## src/rtl/rank_filter_pkg.sv

```systemverilog
// rank_filter_pkg: shared constants for the 3x3 rank filter
// mode encodings and window geometry
package rank_filter_pkg;

  localparam logic [1:0] MODE_MED = 2'd0;
  localparam logic [1:0] MODE_MIN = 2'd1;
  localparam logic [1:0] MODE_MAX = 2'd2;
  localparam logic [1:0] MODE_CTR = 2'd3;

  localparam int WIN_N = 9;

endpackage

```

## src/rtl/sort3.sv

```systemverilog
// sort3: combinational three-input sorter
// orders a, b, c into hi >= md >= lo
module sort3
  import rank_filter_pkg::*;
#(
  parameter int DATA_W = 8,
  parameter int SIGNED = 0
) (
  input  logic [DATA_W-1:0] a,
  input  logic [DATA_W-1:0] b,
  input  logic [DATA_W-1:0] c,
  output logic [DATA_W-1:0] hi,
  output logic [DATA_W-1:0] md,
  output logic [DATA_W-1:0] lo
);

  function automatic logic gt(
    input logic [DATA_W-1:0] x,
    input logic [DATA_W-1:0] y
  );
    if (SIGNED != 0) return $signed(x) > $signed(y);
    return x > y;
  endfunction

  logic [DATA_W-1:0] x1;
  logic [DATA_W-1:0] y1;
  logic [DATA_W-1:0] t;

  // three compare-exchange steps
  always_comb begin
    x1 = gt(a, b) ? a : b;
    y1 = gt(a, b) ? b : a;
    hi = gt(x1, c) ? x1 : c;
    t  = gt(x1, c) ? c : x1;
    md = gt(y1, t) ? y1 : t;
    lo = gt(y1, t) ? t : y1;
  end

endmodule

```

## src/rtl/rank_filter_3x3.sv

```systemverilog
// rank_filter_3x3: pipelined 3x3 rank filter
// one window per cycle, median/min/max/centre
module rank_filter_3x3
  import rank_filter_pkg::*;
#(
  parameter int DATA_W = 8,
  parameter int SIGNED = 0
) (
  input  logic                    CLK,
  input  logic                    RST,
  input  logic                    in_valid,
  output logic                    in_ready,
  input  logic [WIN_N*DATA_W-1:0] win_data,
  input  logic [1:0]              in_mode,
  output logic                    out_valid,
  input  logic                    out_ready,
  output logic [DATA_W-1:0]       out_data,
  output logic [1:0]              out_mode
);

  typedef logic [DATA_W-1:0] pix_t;

  function automatic logic gt(
    input pix_t x,
    input pix_t y
  );
    if (SIGNED != 0) return $signed(x) > $signed(y);
    return x > y;
  endfunction

  function automatic pix_t max3(
    input pix_t x,
    input pix_t y,
    input pix_t z
  );
    pix_t m;
    m = gt(x, y) ? x : y;
    return gt(m, z) ? m : z;
  endfunction

  function automatic pix_t min3(
    input pix_t x,
    input pix_t y,
    input pix_t z
  );
    pix_t m;
    m = gt(x, y) ? y : x;
    return gt(m, z) ? z : m;
  endfunction

  logic en;

  // whole pipe moves unless the output is stalled
  always_comb en = !out_valid || out_ready;

  assign in_ready = en && !RST;

  pix_t col_hi [3];
  pix_t col_md [3];
  pix_t col_lo [3];

  for (genvar g = 0; g < 3; g++) begin : g_col
    sort3 #(
      .DATA_W(DATA_W),
      .SIGNED(SIGNED)
    ) u_col (
      .a (win_data[g*DATA_W +: DATA_W]),
      .b (win_data[(g+3)*DATA_W +: DATA_W]),
      .c (win_data[(g+6)*DATA_W +: DATA_W]),
      .hi(col_hi[g]),
      .md(col_md[g]),
      .lo(col_lo[g])
    );
  end

  logic       s1_valid;
  logic [1:0] s1_mode;
  pix_t       s1_ctr;
  pix_t       s1_hi [3];
  pix_t       s1_md [3];
  pix_t       s1_lo [3];

  // stage 1: column-sorted window
  always_ff @(posedge CLK or posedge RST) begin
    if (RST) begin
      s1_valid <= 1'b0;
      s1_mode  <= '0;
      s1_ctr   <= '0;
      for (int i = 0; i < 3; i++) begin
        s1_hi[i] <= '0;
        s1_md[i] <= '0;
        s1_lo[i] <= '0;
      end
    end else if (en) begin
      s1_valid <= in_valid;
      s1_mode  <= in_mode;
      s1_ctr   <= win_data[4*DATA_W +: DATA_W];
      for (int i = 0; i < 3; i++) begin
        s1_hi[i] <= col_hi[i];
        s1_md[i] <= col_md[i];
        s1_lo[i] <= col_lo[i];
      end
    end
  end

  pix_t mom;
  pix_t mom_hi_unused;
  pix_t mom_lo_unused;

  sort3 #(
    .DATA_W(DATA_W),
    .SIGNED(SIGNED)
  ) u_mom (
    .a (s1_md[0]),
    .b (s1_md[1]),
    .c (s1_md[2]),
    .hi(mom_hi_unused),
    .md(mom),
    .lo(mom_lo_unused)
  );

  logic       s2_valid;
  logic [1:0] s2_mode;
  pix_t       s2_ctr;
  pix_t       s2_a;
  pix_t       s2_b;
  pix_t       s2_c;
  pix_t       s2_mx;
  pix_t       s2_mn;

  // stage 2: median candidates plus global extremes
  always_ff @(posedge CLK or posedge RST) begin
    if (RST) begin
      s2_valid <= 1'b0;
      s2_mode  <= '0;
      s2_ctr   <= '0;
      s2_a     <= '0;
      s2_b     <= '0;
      s2_c     <= '0;
      s2_mx    <= '0;
      s2_mn    <= '0;
    end else if (en) begin
      s2_valid <= s1_valid;
      s2_mode  <= s1_mode;
      s2_ctr   <= s1_ctr;
      s2_a     <= min3(s1_hi[0], s1_hi[1], s1_hi[2]);
      s2_b     <= mom;
      s2_c     <= max3(s1_lo[0], s1_lo[1], s1_lo[2]);
      s2_mx    <= max3(s1_hi[0], s1_hi[1], s1_hi[2]);
      s2_mn    <= min3(s1_lo[0], s1_lo[1], s1_lo[2]);
    end
  end

  pix_t fin_med;
  pix_t fin_hi_unused;
  pix_t fin_lo_unused;

  sort3 #(
    .DATA_W(DATA_W),
    .SIGNED(SIGNED)
  ) u_fin (
    .a (s2_a),
    .b (s2_b),
    .c (s2_c),
    .hi(fin_hi_unused),
    .md(fin_med),
    .lo(fin_lo_unused)
  );

  pix_t res;

  // pick the rank the window asked for
  always_comb begin
    res = s2_ctr;
    unique case (s2_mode)
      MODE_MED: res = fin_med;
      MODE_MIN: res = s2_mn;
      MODE_MAX: res = s2_mx;
      MODE_CTR: res = s2_ctr;
    endcase
  end

  // stage 3: output register
  always_ff @(posedge CLK or posedge RST) begin
    if (RST) begin
      out_valid <= 1'b0;
      out_data  <= '0;
      out_mode  <= '0;
    end else if (en) begin
      out_valid <= s2_valid;
      out_data  <= res;
      out_mode  <= s2_mode;
    end
  end

endmodule

```

## config.mk

```make
export PLATFORM = sky130hd
export DESIGN_NAME = rank_filter_3x3
export DESIGN_NICKNAME = d
export VERILOG_FILES = /design/src/rtl/rank_filter_pkg.sv /design/src/rtl/sort3.sv /design/src/rtl/rank_filter_3x3.sv
export SDC_FILE = /design/constraint.sdc
export NUM_CORES = 1
export LEC_CHECK = 0
export ABC_AREA = 0
export BUFFER_PORTS_ARGS = -buffer_cell sky130_fd_sc_hd__buf_2
export CAP_MARGIN = 25
export CORE_MARGIN = 2
export CORE_UTILIZATION = 50
export DETAILED_ROUTE_END_ITERATION = 8
export GPL_TIMING_DRIVEN = 0
export PLACE_DENSITY_LB_ADDON = 0.25
export SETUP_SLACK_MARGIN = 0.4
export SYNTH_ARGS = -nofsm -noshare
export SYNTH_HDL_FRONTEND = slang
export SYNTH_SLANG_ARGS = --single-unit
```

## constraint.sdc

```tcl
create_clock -name CLK -period 17.2 [get_ports CLK]
set_input_delay 5.16 -clock CLK [delete_from_list [all_inputs] [get_ports CLK]]
set_output_delay 5.16 -clock CLK [all_outputs]
set_load 0.05 [all_outputs]
```

# Word level (Yosys, flattened, before mapping)
# Cells that the tools add are included.
[classes]
shifts = 0
n_addsub = 0
n_eq_ne = 3
mul = 0
bitwise = 0
n_reduce_logical = 5
div_mod_pow = 0
order_cmp = 21
mux = 35
[ops]
columns = ["op", "n"]
rows = [
  ["8-bit two-way mux", 34],
  ["8-bit > comparator", 21],
  ["8-bit case mux with 4 select lines", 1],
  ["2-bit == test, second input constant", 2],
  ["2-bit by 1-bit == test with 1-bit output, second input constant", 1],
  ["1-bit logical NOT", 2],
  ["2-bit logical NOT", 1],
  ["1-bit logical AND", 1],
  ["1-bit logical OR", 1],
]
[word_totals]
wordCells = 87
latchBits = 0
input_bits = 78
n_memories = 0
output_inout_bits = 12
register_bits = 145
ramBits = 0
mem_bits_ro = 0

# Longest topological paths before layout
[depth]
word_depth = 7
depth_mapped = 26
ltp_nobuf = 23

# By module
# Synthesis repeated with hierarchy kept, for this count alone.
[hier_totals]
hier_cells = 1635
hier_area_um2 = 14194.9
[modules_own_cells]
columns = ["module", "cells_each", "n_inst", "area_per_inst_um2", "seq_area_each_um2"]
rows = [
  ["rank_filter_3x3", 811, 1, 7397.1, 3628.5],
  ["sort3 (g_col[0].u_col ...)", 170, 3, 1417.6, 0.0],
  ["sort3 (u_fin ...)", 157, 2, 1272.5, 0.0],
]

# Least setup slack after synthesis
# OpenSTA, ideal clock, no wires.
[synth_path]
path_type = "input to output"
from = "input out_ready"
to = "output in_ready"
required_time_ns = 12.040
n_path_buf = 4
path_slack_ns = 5.473
arrival_ns = 6.567
path_stages = 6
cell_sequence = "nor2b_1 > clkbuf_1 > buf_2 > clkbuf_1 > buf_1 > nor2_1"
[synth_between]
elab_chain_len = 2
[synth_rtl]
columns = ["element", "line", "source"]
rows = [
  ["start: declaration", "rank_filter_3x3.sv:16", "input logic out_ready,"],
  ["1-bit logical OR", "rank_filter_3x3.sv:54", "always_comb en = !out_valid || out_ready;"],
  ["1-bit logical AND", "rank_filter_3x3.sv:56", "assign in_ready = en && !RST;"],
  ["end: declaration", "rank_filter_3x3.sv:12", "output logic in_ready,"],
]
# Every way passes these cells.

# Worst setup path after layout
# Ends and elaborated chain as after synthesis.

==> results.py <==
metrics = {
    "timing": {
        "hold_viol_final": 0,
        "hold_slack_ns": 0.4734,
        "rsz0062_at_grt": "no",
        "period_share": 0.7389,
        "worstMarginPinSlew_ns": 0.8567,
        "min_period_ns": 12.71,
        "drv_slew": 0,
        "finalSetupTns_ns": 0,
        "clock_skew_ns": 0.009318,
        "slew_headroom": 0.4289,
        "max_freq_ghz": 0.07869,
        "final-setup-viol-count": 0,
    },
    "drt": {
        "post-route-drc-count": 0,
        "wl_um": 39240,
        "routed_via_density": 6.139,
        "vias": 11740,
        "drt_pass1_iterations": 5,
        "drt_iter0_drc": 1109,
        "routedWlPerCell_um": 20.52,
        "ant_nets": 0,
    },
    "worst_setup_path": {
        "start_kind": "input port",
        "required_ns": 12.04,
        "path_common_cell": "buf_2",
        "worstSetupPathType": "input port to output port",
        "crit_chain": "buf_2, nor2b_1, clkbuf_1, buf_2, clkbuf_1, buf_1, nor2_1, buf_2",
        "worst-path-max-fanout": 10,
        "cp.arrival_ns": 7.55,
        "cp_slowest_cell": "clkbuf_1",
        "path_delay_family": "buffers and inverters",
        "cp_num_buf_inv": 6,
        "cp-end-kind": "output port",
        "r2r_start": "s2_b[4]$_DFFE_PP0N_",
        "cpPeakStageDelay_ns": 0.52,
        "worstSetupStartpoint": "out_ready",
    },
    "cts": {
        "cts_tree": "done",
        "cts-root-buf": "clkbuf_16",
        "htree_levels": 4,
        "cts_buffers": 17,
        "cts_setup_buffers": 0,
        "path_clk_slew_ns": 0.06,
        "cts-resized-gates": 0,
        "cts_sinks": 145,
        "max-clock-path-buffers": 2,
        "hold_buffers": 0,
        "clk_latency_ns": 0.44,
    },
    "synth": {
        "seq_area_frac_synth": 0.2832,
        "avgSynthCellArea_um2": 8.776,
        "synth_top_cell_area_share": 0.2832,
        "syn-num-nets": 1706,
        "synth_commonest_cells": "ha_1 (168), nand2_1 (167), dfrtp_1 (145)",
        "yosysMostFrequentCell": "ha_1",
        "synth-main-ff-cell": "dfrtp_1",
        "async_flop_share": 1.000,
        "yosysWarnings": 0,
        "yosys_register_bits": 145,
        "syn_area_um2": 12810,
        "syn_inst": 1460,
        "synth_top_cells_by_area": "dfrtp_1 (28%), ha_1 (16%), mux2_2 (6.8%)",
        "synth_top_cell_by_area": "dfrtp_1",
        "synth_edf_count": 0,
        "synth.distinct_cells": 71,
    },
    "cells_and_area": {
        "largestRegisters": "s1_hi: 24 flops, s1_lo: 24 flops, s1_md: 24 flops",
        "area_delta_synth_final_pct": 11.45,
        "final_core_util": 0.5670,
        "drive_gt1_frac": 0.1587,
        "num_antenna_cells": 0,
        "nets": 1815,
        "fillers": 2303,
    },
    "flow_run": {
        "max_cap_viol_count": 0,
    },
    "floorplanning": {
        "coreArea_um2": 25180,
        "die_y_um": 164.1,
        "pin_count": 90,
        "fp.dieW_um": 164.1,
        "initial_utilization": 0.5088,
        "num_rows": 58,
        "die_area_um2": 26920,
    },
    "global_routing": {
        "grt.overflow.total": 0,
        "grt_max_degree": 87,
        "grt_pass1_vias": 11270,
        "antenna_found_initial": 0,
        "track_usage": 0.2969,
        "grt_pass1_wl_um": 61550,
    },
    "placement": {
        "portBuffers": 89,
        "post-dp-hpwl_um": 30950,
        "gp_congestion": 0.9619,
    },
    "status": {
        "status": "finished, final reports clean",
    },
    "hold_path": {
        "hold_path.class": "register to register",
        "hold_start": "s2_valid$_DFFE_PP0N_",
    },
}
metrics by stage:
step / instance area, µm² / worst slack, ns / cells
2_1_floorplan: 12810 / 5.473 / 1460
3_3_place_gp: 13670 / 4.531 / 1879
3_5_place_dp: 13700 / 4.532 / 1880
4_1_cts: 14280 / 4.528 / 1912
5_1_grt: 14280 / 4.332 / 1912
6_report: 14280 / 4.492 / 1912
tightest hold or removal path, stage by stage (launching register included):
cell     delay, ns
dfrtp_1       0.34
nand2_1       0.05
nand2_1       0.05
layout make-up:
cell class,instances,area [µm²],area share
inverter,135,511.7,0.03584
clock buffer,17,425.4,0.02979
sequential,145,3628,0.2541
multi-input combinational,1115,8359,0.5854
clock inverter,15,150.1,0.01052
tap,330,412.9,0.02892
timing repair buffer,90,473.0,0.03312
buffer,65,317.8,0.02226
kinds of logic (layout without fill, tap and decap cells):
logic type | count (synthesis) | count (layout) | share of synthesized area
and+or+nand+nor | 374 | 374 | 0.1384
buffers and inverters | 200 | 322 | 0.06435
AOI/OAI and AO/OA | 411 | 411 | 0.2149
DFF | 145 | 145 | 0.2832
adders and majority gates | 168 | 168 | 0.1641
muxes | 162 | 162 | 0.1351
worst paths after layout:
path	depth (start not counted)	endpoint	slack (ns)
setup / recovery	8	in_ready	4.49
hold / removal	2	s2_valid$_DFFE_PP0N_	0.47
setup reg to reg	21	out_data[5]$_DFFE_PP0N_	11.46
hold reg to reg	2	s2_valid$_DFFE_PP0N_	0.47
max in group asynchronous	3	s1_hi[13]$_DFFE_PP0N_	11.58
min in group asynchronous	2	s2_mn[6]$_DFFE_PP0N_	4.79
cells in the final DEF, fill, tap and decap left out, types with 5 or more instances in the layout:
| master | Yosys | final |
|---|---|---|
| a211oi_1 | 13 | 13 |
| a21o_1 | 15 | 15 |
| a21oi_1 | 93 | 93 |
| a221o_1 | 15 | 15 |
| a221oi_1 | 11 | 11 |
| a22o_1 | 7 | 7 |
| a32o_1 | 7 | 7 |
| and3_1 | 6 | 6 |
| buf_2 | 11 | 100 |
| buf_6 | 5 | 5 |
| clkbuf_1 | 42 | 42 |
| clkbuf_16 | 0 | 17 |
| dfrtp_1 | 145 | 145 |
| ha_1 | 168 | 168 |
| inv_1 | 135 | 134 |
| inv_6 | 0 | 5 |
| mux2_2 | 77 | 77 |
| mux2i_1 | 84 | 84 |
| nand2_1 | 167 | 167 |
| nand2b_1 | 17 | 17 |
| nand3_1 | 17 | 17 |
| nand4_1 | 35 | 35 |
| nor2_1 | 64 | 64 |
| nor2b_1 | 28 | 28 |
| nor3_1 | 17 | 17 |
| o211ai_1 | 18 | 18 |
| o21a_1 | 10 | 10 |
| o21ai_0 | 85 | 85 |
| o21ai_1 | 16 | 16 |
| o21ai_2 | 6 | 6 |
| o21bai_1 | 9 | 9 |
| o221ai_1 | 8 | 8 |
| o22ai_1 | 40 | 40 |
| o311ai_0 | 14 | 14 |
| o31ai_1 | 6 | 6 |
routing by layer:
metal / up-vias / part of all wire / GRT usage
met1: 5623 / 0.44 / 0.4051
li1: 5582 / - / -
met5: - / 0 / 0
met4: 0 / 0.033 / 0.1108
met2: 456 / 0.46 / 0.4776
met3: 76 / 0.065 / 0.04318
Power is not shown: default switching activity piles up to over one toggle a cycle in this logic, so the estimate is an artifact.
